===== src/rtl/pong_pkg.sv =====
// rtl/pong_pkg.sv - shared playfield geometry, ball constants and FSM encoding
package pong_pkg;

  // One sign bit and headroom so paddle row + PAD_H never wraps.
  typedef logic signed [11:0] coord_t;

  localparam coord_t BALL_SIZE   = 12'sd12;
  localparam coord_t SPEED       = 12'sd2;
  localparam coord_t TOP_Y       = 12'sd11;
  localparam coord_t BOTTOM_Y    = 12'sd469;
  localparam coord_t LPAD_X      = 12'sd40;
  localparam coord_t RPAD_X      = 12'sd600;
  localparam coord_t PAD_H       = 12'sd100;
  localparam coord_t LEFT_LIMIT  = 12'sd10;
  localparam coord_t RIGHT_LIMIT = 12'sd630;
  localparam coord_t CENTER_X    = 12'sd314;
  localparam coord_t CENTER_Y    = 12'sd234;

  localparam logic [5:0] SERVE_DELAY = 6'd60;
  localparam logic [2:0] LIVES_INIT  = 3'd7;

  typedef enum logic [1:0] {
    ST_IDLE,
    ST_SERVE,
    ST_PLAY,
    ST_OVER
  } state_t;

  function automatic coord_t to_coord(input logic [9:0] v);
    return {2'b00, v};
  endfunction

endpackage


===== src/rtl/pong_ball_engine_if.sv =====
// rtl/pong_ball_engine_if.sv - frame/paddle inputs and ball/lives outputs of the ball engine
interface pong_ball_engine_if;

  logic       frame_tick;
  logic       start;
  logic [9:0] posbarraiy;
  logic [9:0] posbarrady;
  logic [9:0] posx;
  logic [9:0] posy;
  logic [2:0] vidasi;
  logic [2:0] vidasd;
  logic       game_over;
  logic       hit;

  modport master (
    output frame_tick, start, posbarraiy, posbarrady,
    input  posx, posy, vidasi, vidasd, game_over, hit
  );

  modport slave (
    input  frame_tick, start, posbarraiy, posbarrady,
    output posx, posy, vidasi, vidasd, game_over, hit
  );

endinterface


===== src/rtl/pong_collide.sv =====
// rtl/pong_collide.sv - one-frame ball step with wall/paddle bounces and miss detection
module pong_collide
  import pong_pkg::*;
(
  input  coord_t pos_x,
  input  coord_t pos_y,
  input  logic   dx_neg,
  input  logic   dy_neg,
  input  coord_t pad_l_y,
  input  coord_t pad_r_y,
  output coord_t next_x,
  output coord_t next_y,
  output logic   next_dx_neg,
  output logic   next_dy_neg,
  output logic   hit_l,
  output logic   hit_r,
  output logic   miss_l,
  output logic   miss_r
);

  coord_t raw_x;
  coord_t raw_y;
  logic   ovl_l;
  logic   ovl_r;

  always_comb begin
    raw_x       = dx_neg ? pos_x - SPEED : pos_x + SPEED;
    raw_y       = dy_neg ? pos_y - SPEED : pos_y + SPEED;
    next_y      = raw_y;
    next_dy_neg = dy_neg;
    if (raw_y <= TOP_Y) begin
      next_y      = TOP_Y;
      next_dy_neg = 1'b0;
    end else if (raw_y + BALL_SIZE >= BOTTOM_Y) begin
      next_y      = BOTTOM_Y - BALL_SIZE;
      next_dy_neg = 1'b1;
    end

    // Overlap uses the wall-corrected row so a corner bounce still meets the paddle.
    ovl_l = (next_y + BALL_SIZE > pad_l_y) && (next_y < pad_l_y + PAD_H);
    ovl_r = (next_y + BALL_SIZE > pad_r_y) && (next_y < pad_r_y + PAD_H);

    hit_l = dx_neg && (pos_x > LPAD_X) && (raw_x <= LPAD_X) && ovl_l;
    hit_r = !dx_neg && (pos_x + BALL_SIZE < RPAD_X) &&
            (raw_x + BALL_SIZE >= RPAD_X) && ovl_r;

    next_x      = raw_x;
    next_dx_neg = dx_neg;
    if (hit_l) begin
      next_x      = LPAD_X + 12'sd1;
      next_dx_neg = 1'b0;
    end else if (hit_r) begin
      next_x      = RPAD_X - BALL_SIZE - 12'sd1;
      next_dx_neg = 1'b1;
    end

    miss_l = !hit_l && (raw_x <= LEFT_LIMIT);
    miss_r = !hit_r && (raw_x + BALL_SIZE >= RIGHT_LIMIT);
  end

endmodule


===== src/rtl/pong_ball_engine.sv =====
// rtl/pong_ball_engine.sv - per-frame ball motion, scoring and serve/game FSM
module pong_ball_engine
  import pong_pkg::*;
(
  input  logic                 clk,
  input  logic                 reset,
  pong_ball_engine_if.slave    bus
);

  state_t     state_q, state_d;
  logic [5:0] cnt_q, cnt_d;
  coord_t     x_q, x_d;
  coord_t     y_q, y_d;
  logic       dxn_q, dxn_d;
  logic       dyn_q, dyn_d;
  logic [2:0] li_q, li_d;
  logic [2:0] ld_q, ld_d;
  logic       go_q, go_d;
  logic       hit_q, hit_d;

  coord_t c_x, c_y;
  logic   c_dxn, c_dyn;
  logic   c_hit_l, c_hit_r, c_miss_l, c_miss_r;

  pong_collide u_collide (
    .pos_x       (x_q),
    .pos_y       (y_q),
    .dx_neg      (dxn_q),
    .dy_neg      (dyn_q),
    .pad_l_y     (to_coord(bus.posbarraiy)),
    .pad_r_y     (to_coord(bus.posbarrady)),
    .next_x      (c_x),
    .next_y      (c_y),
    .next_dx_neg (c_dxn),
    .next_dy_neg (c_dyn),
    .hit_l       (c_hit_l),
    .hit_r       (c_hit_r),
    .miss_l      (c_miss_l),
    .miss_r      (c_miss_r)
  );

  always_comb begin
    state_d = state_q;
    cnt_d   = cnt_q;
    x_d     = x_q;
    y_d     = y_q;
    dxn_d   = dxn_q;
    dyn_d   = dyn_q;
    li_d    = li_q;
    ld_d    = ld_q;
    hit_d   = 1'b0;

    case (state_q)
      ST_IDLE: begin
        if (bus.start) begin
          state_d = ST_SERVE;
          cnt_d   = SERVE_DELAY;
        end
      end
      ST_SERVE: begin
        if (bus.frame_tick) begin
          if (cnt_q == 6'd0) state_d = ST_PLAY;
          else               cnt_d   = cnt_q - 6'd1;
        end
      end
      ST_PLAY: begin
        if (bus.frame_tick) begin
          x_d   = c_x;
          y_d   = c_y;
          dxn_d = c_dxn;
          dyn_d = c_dyn;
          hit_d = c_hit_l | c_hit_r;
          if (c_miss_l || c_miss_r) begin
            x_d     = CENTER_X;
            y_d     = CENTER_Y;
            cnt_d   = SERVE_DELAY;
            state_d = ST_SERVE;
            // The next serve heads toward whoever just lost the point.
            if (c_miss_l) begin
              li_d  = (li_q == 3'd0) ? 3'd0 : li_q - 3'd1;
              dxn_d = 1'b1;
            end else begin
              ld_d  = (ld_q == 3'd0) ? 3'd0 : ld_q - 3'd1;
              dxn_d = 1'b0;
            end
            if ((c_miss_l && li_d == 3'd0) || (c_miss_r && ld_d == 3'd0))
              state_d = ST_OVER;
          end
        end
      end
      ST_OVER: begin
        if (bus.start) begin
          li_d    = LIVES_INIT;
          ld_d    = LIVES_INIT;
          dxn_d   = 1'b0;
          dyn_d   = 1'b0;
          cnt_d   = SERVE_DELAY;
          state_d = ST_SERVE;
        end
      end
      default: state_d = ST_IDLE;
    endcase

    go_d = (state_d == ST_OVER);
  end

  always_ff @(posedge clk or negedge reset) begin
    if (!reset) begin
      state_q <= ST_IDLE;
      cnt_q   <= 6'd0;
      x_q     <= CENTER_X;
      y_q     <= CENTER_Y;
      dxn_q   <= 1'b0;
      dyn_q   <= 1'b0;
      li_q    <= LIVES_INIT;
      ld_q    <= LIVES_INIT;
      go_q    <= 1'b0;
      hit_q   <= 1'b0;
    end else begin
      state_q <= state_d;
      cnt_q   <= cnt_d;
      x_q     <= x_d;
      y_q     <= y_d;
      dxn_q   <= dxn_d;
      dyn_q   <= dyn_d;
      li_q    <= li_d;
      ld_q    <= ld_d;
      go_q    <= go_d;
      hit_q   <= hit_d;
    end
  end

  assign bus.posx      = x_q[9:0];
  assign bus.posy      = y_q[9:0];
  assign bus.vidasi    = li_q;
  assign bus.vidasd    = ld_q;
  assign bus.game_over = go_q;
  assign bus.hit       = hit_q;

endmodule


===== src/flat_wrapper.sv =====
// flat-port wrapper written by rule: the top's interface ports become plain ports
module pong_ball_engine_flat import pong_pkg::*;
  (clk, reset, bus_frame_tick, bus_start, bus_posbarraiy, bus_posbarrady, bus_posx, bus_posy, bus_vidasi, bus_vidasd, bus_game_over, bus_hit);
  pong_ball_engine_if bus_i ();
  input  logic clk;
  input  logic reset;
  input wire logic [$bits(bus_i.frame_tick)-1:0] bus_frame_tick;
  input wire logic [$bits(bus_i.start)-1:0] bus_start;
  input wire logic [$bits(bus_i.posbarraiy)-1:0] bus_posbarraiy;
  input wire logic [$bits(bus_i.posbarrady)-1:0] bus_posbarrady;
  output wire logic [$bits(bus_i.posx)-1:0] bus_posx;
  output wire logic [$bits(bus_i.posy)-1:0] bus_posy;
  output wire logic [$bits(bus_i.vidasi)-1:0] bus_vidasi;
  output wire logic [$bits(bus_i.vidasd)-1:0] bus_vidasd;
  output wire logic [$bits(bus_i.game_over)-1:0] bus_game_over;
  output wire logic [$bits(bus_i.hit)-1:0] bus_hit;
  assign bus_i.frame_tick = bus_frame_tick;
  assign bus_i.start = bus_start;
  assign bus_i.posbarraiy = bus_posbarraiy;
  assign bus_i.posbarrady = bus_posbarrady;
  assign bus_posx = bus_i.posx;
  assign bus_posy = bus_i.posy;
  assign bus_vidasi = bus_i.vidasi;
  assign bus_vidasd = bus_i.vidasd;
  assign bus_game_over = bus_i.game_over;
  assign bus_hit = bus_i.hit;
  pong_ball_engine u_core (.clk(clk), .reset(reset), .bus(bus_i));
endmodule

===== config.mk =====
export PLATFORM = sky130hd
export DESIGN_NAME = pong_ball_engine_flat
export DESIGN_NICKNAME = d
export VERILOG_FILES = /design/src/rtl/pong_pkg.sv /design/src/rtl/pong_ball_engine_if.sv /design/src/rtl/pong_collide.sv /design/src/rtl/pong_ball_engine.sv /design/src/flat_wrapper.sv
export SDC_FILE = /design/constraint.sdc
export NUM_CORES = 1
export LEC_CHECK = 0
export CELL_PAD_IN_SITES_DETAIL_PLACEMENT = 0
export CELL_PAD_IN_SITES_GLOBAL_PLACEMENT = 2
export CORE_AREA = 10 10 143 145
export DETAILED_ROUTE_END_ITERATION = 10
export DIE_AREA = 0 0 153 155
export PLACE_DENSITY_LB_ADDON = 0.1
export SLEW_MARGIN = 20
export SYNTH_ARGS = -nofsm -noshare
export SYNTH_HDL_FRONTEND = slang
export SYNTH_SLANG_ARGS = --single-unit

===== constraint.sdc =====
create_clock -name clk -period 8.4 [get_ports clk]
set_clock_uncertainty 0.1 [all_clocks]
set_input_delay 1.68 -clock clk [delete_from_list [all_inputs] [get_ports clk]]
set_output_delay 1.68 -clock clk [all_outputs]
set_load 0.005 [all_outputs]

# Yosys cells after proc, flatten, opt, wreduce, memory -nomap -nowiden
# Index checks and enable logic that the tools add are counted.
[totals] reg_bits=42 in_bits=24 wordCells=129 output_inout_bits=28
[classes] order_cmp=12 n_mux=51 n_bitwise=1 n_eq_ne=12 add_sub_neg=13 reduce_logical=30
[op_table] operator="$mux W12" count=8
[op_table] operator="$add A12 B5 Y12 const B" count=4
[op_table] operator="$mux W3" count=15
[op_table] operator="$mux W6" count=5
[op_table] operator="$add A12 B3 Y12 const B" count=2
[op_table] operator="$ge A12 B11 Y1 const B" count=2
[op_table] operator="$gt A12 B11 Y1" count=2
[op_table] operator="$le A12 B5 Y1 const B" count=2
[op_table] operator="$lt A12 B12 Y1" count=2
[op_table] operator="$sub A12 B3 Y12 const B" count=2
[op_table] operator="$add A10 B7 Y11 const B" count=2
[op_table] operator="$pmux W6 S3" count=1
[op_table] operator="$ge A12 B10 Y1 const B" count=1
[op_table] operator="$gt A12 B7 Y1 const B" count=1
[op_table] operator="$le A12 B7 Y1 const B" count=1
[op_table] operator="$logic_and A1 B1 Y1" count=12
[op_table] operator="$logic_not A3 Y1" count=4
[op_table] operator="$lt A12 B11 Y1 const B" count=1
[op_table] operator="$mux W2" count=6
[op_table] operator="$pmux W3 S2" count=2
[op_table] operator="$reduce_and A4 Y1" count=3
[op_table] operator="$mux W1" count=11
[op_table] operator="$ne A2 B2 Y1 const B" count=4
[op_table] operator="$eq A2 B2 Y1 const B" count=3
[op_table] operator="17 further kinds" count=23

# Logic depth before layout (Yosys ltp)
[depth] word_depth=24 ltp_mapped=28 ltp_nobuf=24

# Cells and area by module
# A second synthesis with hierarchy kept.
[unflattened] hier_cells=748 area_unflattened_um2=5995.8
[modules_own_cells] mod="pong_collide" area_per_inst_um2=3788.6 cells_each=536 n_inst=1 seq_area_each_um2=0.0
[modules_own_cells] mod="pong_ball_engine" area_per_inst_um2=2207.1 cells_each=212 n_inst=1 seq_area_each_um2=1071.0

# Worst setup path before layout
# No wires, ideal clock.
[synth_path] path_kind="register to register" start="register u_core.dyn_q" end="register u_core.go_q (netlist: u_core.bus.game_over)" setup_time_ns=0.107 path_stages_with_launch=27 n_path_buf=3 arrival_time_ns=6.257 slack_ns=1.936 t_required_ns=8.193 period_less_slack_ns=6.464 cell_sequence="dfrtp_1 ha_1 buf_2 a211oi_1 nor2_1 nor4_2 a31oi_1 or4_1 nand4_1 and4b_1 clkbuf_1 nand2b_1 clkbuf_1 nor2_1 ha_1 nor3_1 xnor2_1 ha_1 a21o_1 a21oi_1 nand2_1 o21ai_0 a211o_1 a21oi_1 nor2_1 o21ai_1 a2111oi_4"
[synth_between] elab_chain_len=23 word_cells_on_any_way=38 cone_classes="add/sub (2); order compare (6); eq/ne (1); mux (15); reduce/logical (14)"
[synth_rtl] item="start: declaration" line="pong_ball_engine.sv:15" rtl="logic dyn_q, dyn_d;"
[synth_rtl] item="start signal: assignment" line="pong_ball_engine.sv:125" rtl="dyn_q <= dyn_d;"
[synth_rtl] item="$mux W12 (*)" line="pong_collide.sv:28" rtl="raw_y = dy_neg ? pos_y - SPEED : pos_y + SPEED;"
[synth_rtl] item="$add A12 B5 Y12" line="pong_collide.sv:34" rtl="end else if (raw_y + BALL_SIZE >= BOTTOM_Y) begin"
[synth_rtl] item="$ge A12 B10 Y1" line="pong_collide.sv:34"
[synth_rtl] item="$mux W12" line="pong_collide.sv:34"
[synth_rtl] item="$mux W12 (*)" line="pong_collide.sv:31" rtl="if (raw_y <= TOP_Y) begin"
[synth_rtl] item="$add A12 B5 Y12" line="pong_collide.sv:40, pong_collide.sv:41"
[synth_rtl] item="$gt A12 B11 Y1" line="pong_collide.sv:40" rtl="ovl_l = (next_y + BALL_SIZE > pad_l_y) && (next_y < pad_l_y + PAD_H);"
[synth_rtl] item="$logic_and A1 B1 Y1" line="pong_collide.sv:40"
[synth_rtl] item="[... 8 more ...]"
[synth_rtl] item="$logic_and A1 B1 Y1" line="pong_ball_engine.sv:86" rtl="if ((c_miss_l && li_d == 3'd0) || (c_miss_r && ld_d == 3'd0))"
[synth_rtl] item="$logic_or A1 B1 Y1" line="pong_ball_engine.sv:86"
[synth_rtl] item="$mux W2" line="pong_ball_engine.sv:86"
[synth_rtl] item="$mux W2 (*)" line="pong_ball_engine.sv:73" rtl="if (c_miss_l || c_miss_r) begin"
[synth_rtl] item="$mux W2 (*)" line="pong_ball_engine.sv:67" rtl="if (bus.frame_tick) begin"
[synth_rtl] item="$pmux W2 S3 (*)" line="pong_ball_engine.sv:53" rtl="case (state_q)"
[synth_rtl] item="$eq A2 B2 Y1 (*)" line="pong_ball_engine.sv:104" rtl="go_d = (state_d == ST_OVER);"
[synth_rtl] item="net u_core.go_d" line="pong_ball_engine.sv:18" rtl="logic go_q, go_d;"
[synth_rtl] item="end signal: assignment" line="pong_ball_engine.sv:128" rtl="go_q <= go_d;"
[synth_rtl] item="end: declaration" line="pong_ball_engine.sv:18"
# The timed path passes the listed nets; every way through them passes the cells marked *. The select of a mux whose other input is x is not followed.
# A chain may end at the register's enable or synchronous reset.

# Worst setup path after layout
# Same ends and word-level chain as after synthesis.

==> impl_metrics.yaml <==
timing:
  slew_viol_final: 0
  max_clock_freq_mhz: 131
  final_hold_viol_count: 0
  min_period_over_period_pct: 90.9
  worst_hold_slack_ns: 0.411
  rsz0062_at_grt: "false"
  tns_ns: 0
  worst_pin_slew_ns: 0.969
  finalSetupViolCount: 0
  fin_crit_ns: 7.64
  worst_slew_margin_rel_pct: 35.2
clocking:
  cts_setup_buffers: 0
  cts-root-buf: "clkbuf_16"
  ctsHoldBuffers: 0
  cts_max_path_buffers: 2
  clkTransAtPathRegs_ns: 0.07
  cts-htree-levels: 2
  cts_tree: "yes"
  cts_sinks: 42
  cts-resized-gates: 0
  clk_latency_ns: 0.30
  cts_inserted_buffers: 5
critical_path:
  path_cells: "fa_1 > xor2_1 > ha_1 > a21boi_0 > nor2_1 > a31oi_1 > or4_1 > nand4_1 > and4b_1 > nand2b_1 > nor2_1 > ha_1 > nor3_1 > xnor2_1 > ha_1 > a21o_1 > a21oi_1 > nand2_1 > o21ai_0 > a211o_1 > a21oi_1 > nor2_1 > o21ai_1 > a2111oi_4"
  crit_type: "reg2reg"
  cp.required_ns: 8.50
  cp.buffers_inverters: 0
  startpoint_type: "flop"
  cp-end-kind: "flop"
  slowest_stage: "nor2_1"
  cp_max_fo: 12
  cpPeakStageDelay_ns: 0.57
  arrival_ns: 7.74
  critical-path-top-delay-family: "simple AND/OR/NAND/NOR gates"
layout:
  area_delta_synth_final_pct: 11.8
  layout-drive-gt1-share_pct: 6.93
  antenna_cells: 0
  num-fill-cells: 1812
  fin_nets: 927
hold_path:
  worst_hold_path_type: "reg2reg"
power_and_ir_drop:
  fin_total_pwr_uw: 615
  powerDensity_mw_per_mm2: 88.4
  vdd_drop_max_v: 0.0000914
  power.leakage_uw: 0.00304
routing:
  via_per_inst: 5.87
  drc: 0
  drt_pre_antenna_iters: 5
  wl_um: 20000
  wl_per_cell_um: 19.0
  ant_nets: 0
  route.vias.total: 6174
  drt_iter0_markers: 446
global_routing:
  antenna_found_initial: 0
  first_global_vias: 6038
  grt_util_all_layers_pct: 16.4
  grt_overflow: 0
  grt_pass1_wl_um: 32700
  grt_start_max_net_pins: 43
synth:
  syn_area_mm2: 0.00622
  synth_edf_count: 0
  syn_inst: 805
  synth_seq_cells: 42
  avgSynthCellArea_um2: 7.73
  yosysUniqueCellTypes: 89
  yosysSeqAreaShare_pct: 17.2
  yosysWarnings: 0
  dominantRegCellSynth: "dfrtp_1"
  async_flop_share_pct: 100
placed_design:
  hpwl_um: 15900
  gp_congestion: 0.886
  io_buffers: 51
die:
  die_h_um: 155
  core_region_area_mm2: 0.0177
  row_count: 49
  initial_core_util_pct: 35.2
  die_area_mm2: 0.0237
  pin_count: 52
  die_w_um: 153
flow_run:
  maxCapViolations: 0
run_status:
  status: "finished, final reports clean"
[power by group]
group          internal (µW)  total [µW]  switching (µW)
clock network            141         238            96.9
logic                   68.2         154            85.8
registers                213         223            10.1
[cell type report]
| cell class | count | area [µm²] | area share (%) |
|---|---|---|---|
| Timing Repair Buffer | 56 | 543 | 7.81 |
| Inverter | 66 | 248 | 3.56 |
| Tap cell | 229 | 287 | 4.12 |
| Sequential cell | 42 | 1070 | 15.4 |
| Clock buffer | 6 | 129 | 1.85 |
| Multi-Input combinational cell | 651 | 4640 | 66.7 |
| Clock inverter | 2 | 37.5 | 0.540 |
[synth_stat cells (7+ instances only)]
master | number | share of area [%]
a211o_1 | 7 | 0.99
a211oi_1 | 10 | 1.2
a21o_1 | 13 | 1.6
a21oi_1 | 50 | 4.0
a31oi_1 | 16 | 1.6
and3_1 | 10 | 1.0
buf_2 | 7 | 0.56
buf_4 | 20 | 2.4
clkbuf_1 | 19 | 1.1
dfrtp_1 | 26 | 10
dfstp_2 | 16 | 6.8
ha_1 | 79 | 16
inv_1 | 66 | 4.0
nand2_1 | 55 | 3.3
nand2b_1 | 10 | 1.0
nand3_1 | 30 | 2.4
nand3b_1 | 7 | 0.84
nand4_1 | 20 | 2.0
nor2_1 | 64 | 3.9
nor2b_1 | 11 | 1.1
nor3_1 | 28 | 2.3
o211ai_1 | 14 | 1.7
o21a_1 | 7 | 0.84
o21ai_0 | 38 | 3.1
o21ai_1 | 8 | 0.64
o31ai_1 | 12 | 1.4
xnor2_1 | 18 | 2.5
[stage by stage]
stage          utilization (%)  std cells  worst slack [ns]  area (µm²)
5_1_grt                   39.4       1052             0.221        6950
2_1_floorplan                -        806              1.94        6220
3_5_place_dp              38.4       1044             0.895        6790
3_3_place_gp              38.4       1044              1.23        6790
6_report                  39.4       1052             0.763        6950
4_1_cts                   39.4       1052             0.865        6950
[per-layer routing]
layer / vias to the layer above / wire, µm / GRT usage (%)
met3: 25 / 1040 / 3.47
met1: 2954 / 9930 / 22.4
met2: 144 / 8770 / 26.2
li1: 3051 / - / -
met4: 0 / 267 / 3.41
met5: - / 0 / 0
[kinds of logic after synthesis]
family	Yosys count	synth area share, %
simple gates	281	23.6
compound gates	257	29.9
buf+inv	113	8.29
fa+ha+maj	81	16.5
flops	42	17.2
xor+xnor	24	3.38
mux	6	0.986
other cells	1	0.0603
[sequential cells by signal, summed over array words and instances, names as in the netlist]
| signal | cells |
|---|---|
| u_core.bus.game_over | 1 |
| u_core.bus.hit | 1 |
| u_core.bus.vidasd | 3 |
| u_core.bus.vidasi | 3 |
| u_core.cnt_q | 6 |
| u_core.dxn_q | 1 |
| u_core.dyn_q | 1 |
| u_core.state_q | 2 |
| u_core.x_q | 12 |
| u_core.y_q | 12 |
[cell usage in the layout (no fill, tap or decap), drive strengths merged, types with 20 or more instances in the layout]
master | netlist | routed
nor3 | 28 | 28
nand3 | 30 | 30
nand4 | 20 | 20
nand2 | 56 | 56
nor2 | 65 | 65
ha | 79 | 79
a21oi | 52 | 52
inv | 66 | 66
o21ai | 46 | 46
dfrtp | 26 | 26
clkdlybuf4s50 | 0 | 50
[worst min-delay path: stages (launching register included)]
cell and delay [ns]:
dfstp_2 0.39, inv_1 0.05, o22ai_1 0.06
[path summary, 6_finish.rpt]
path	from	endpoint	slack, ns	cells after the start
setup reg to reg	u_core.dyn_q	u_core.bus.game_over	0.76	24
hold / removal	u_core.bus.vidasd[1]	u_core.bus.vidasd[1]	0.41	2
max in group asynchronous	reset	u_core.y_q[11]	6.43	2
hold reg to reg	u_core.bus.vidasd[1]	u_core.bus.vidasd[1]	0.41	2
setup / recovery	u_core.dyn_q	u_core.bus.game_over	0.76	24
min in group asynchronous	reset	u_core.cnt_q[3]	1.35	2
(Power assumes the default switching activity.)
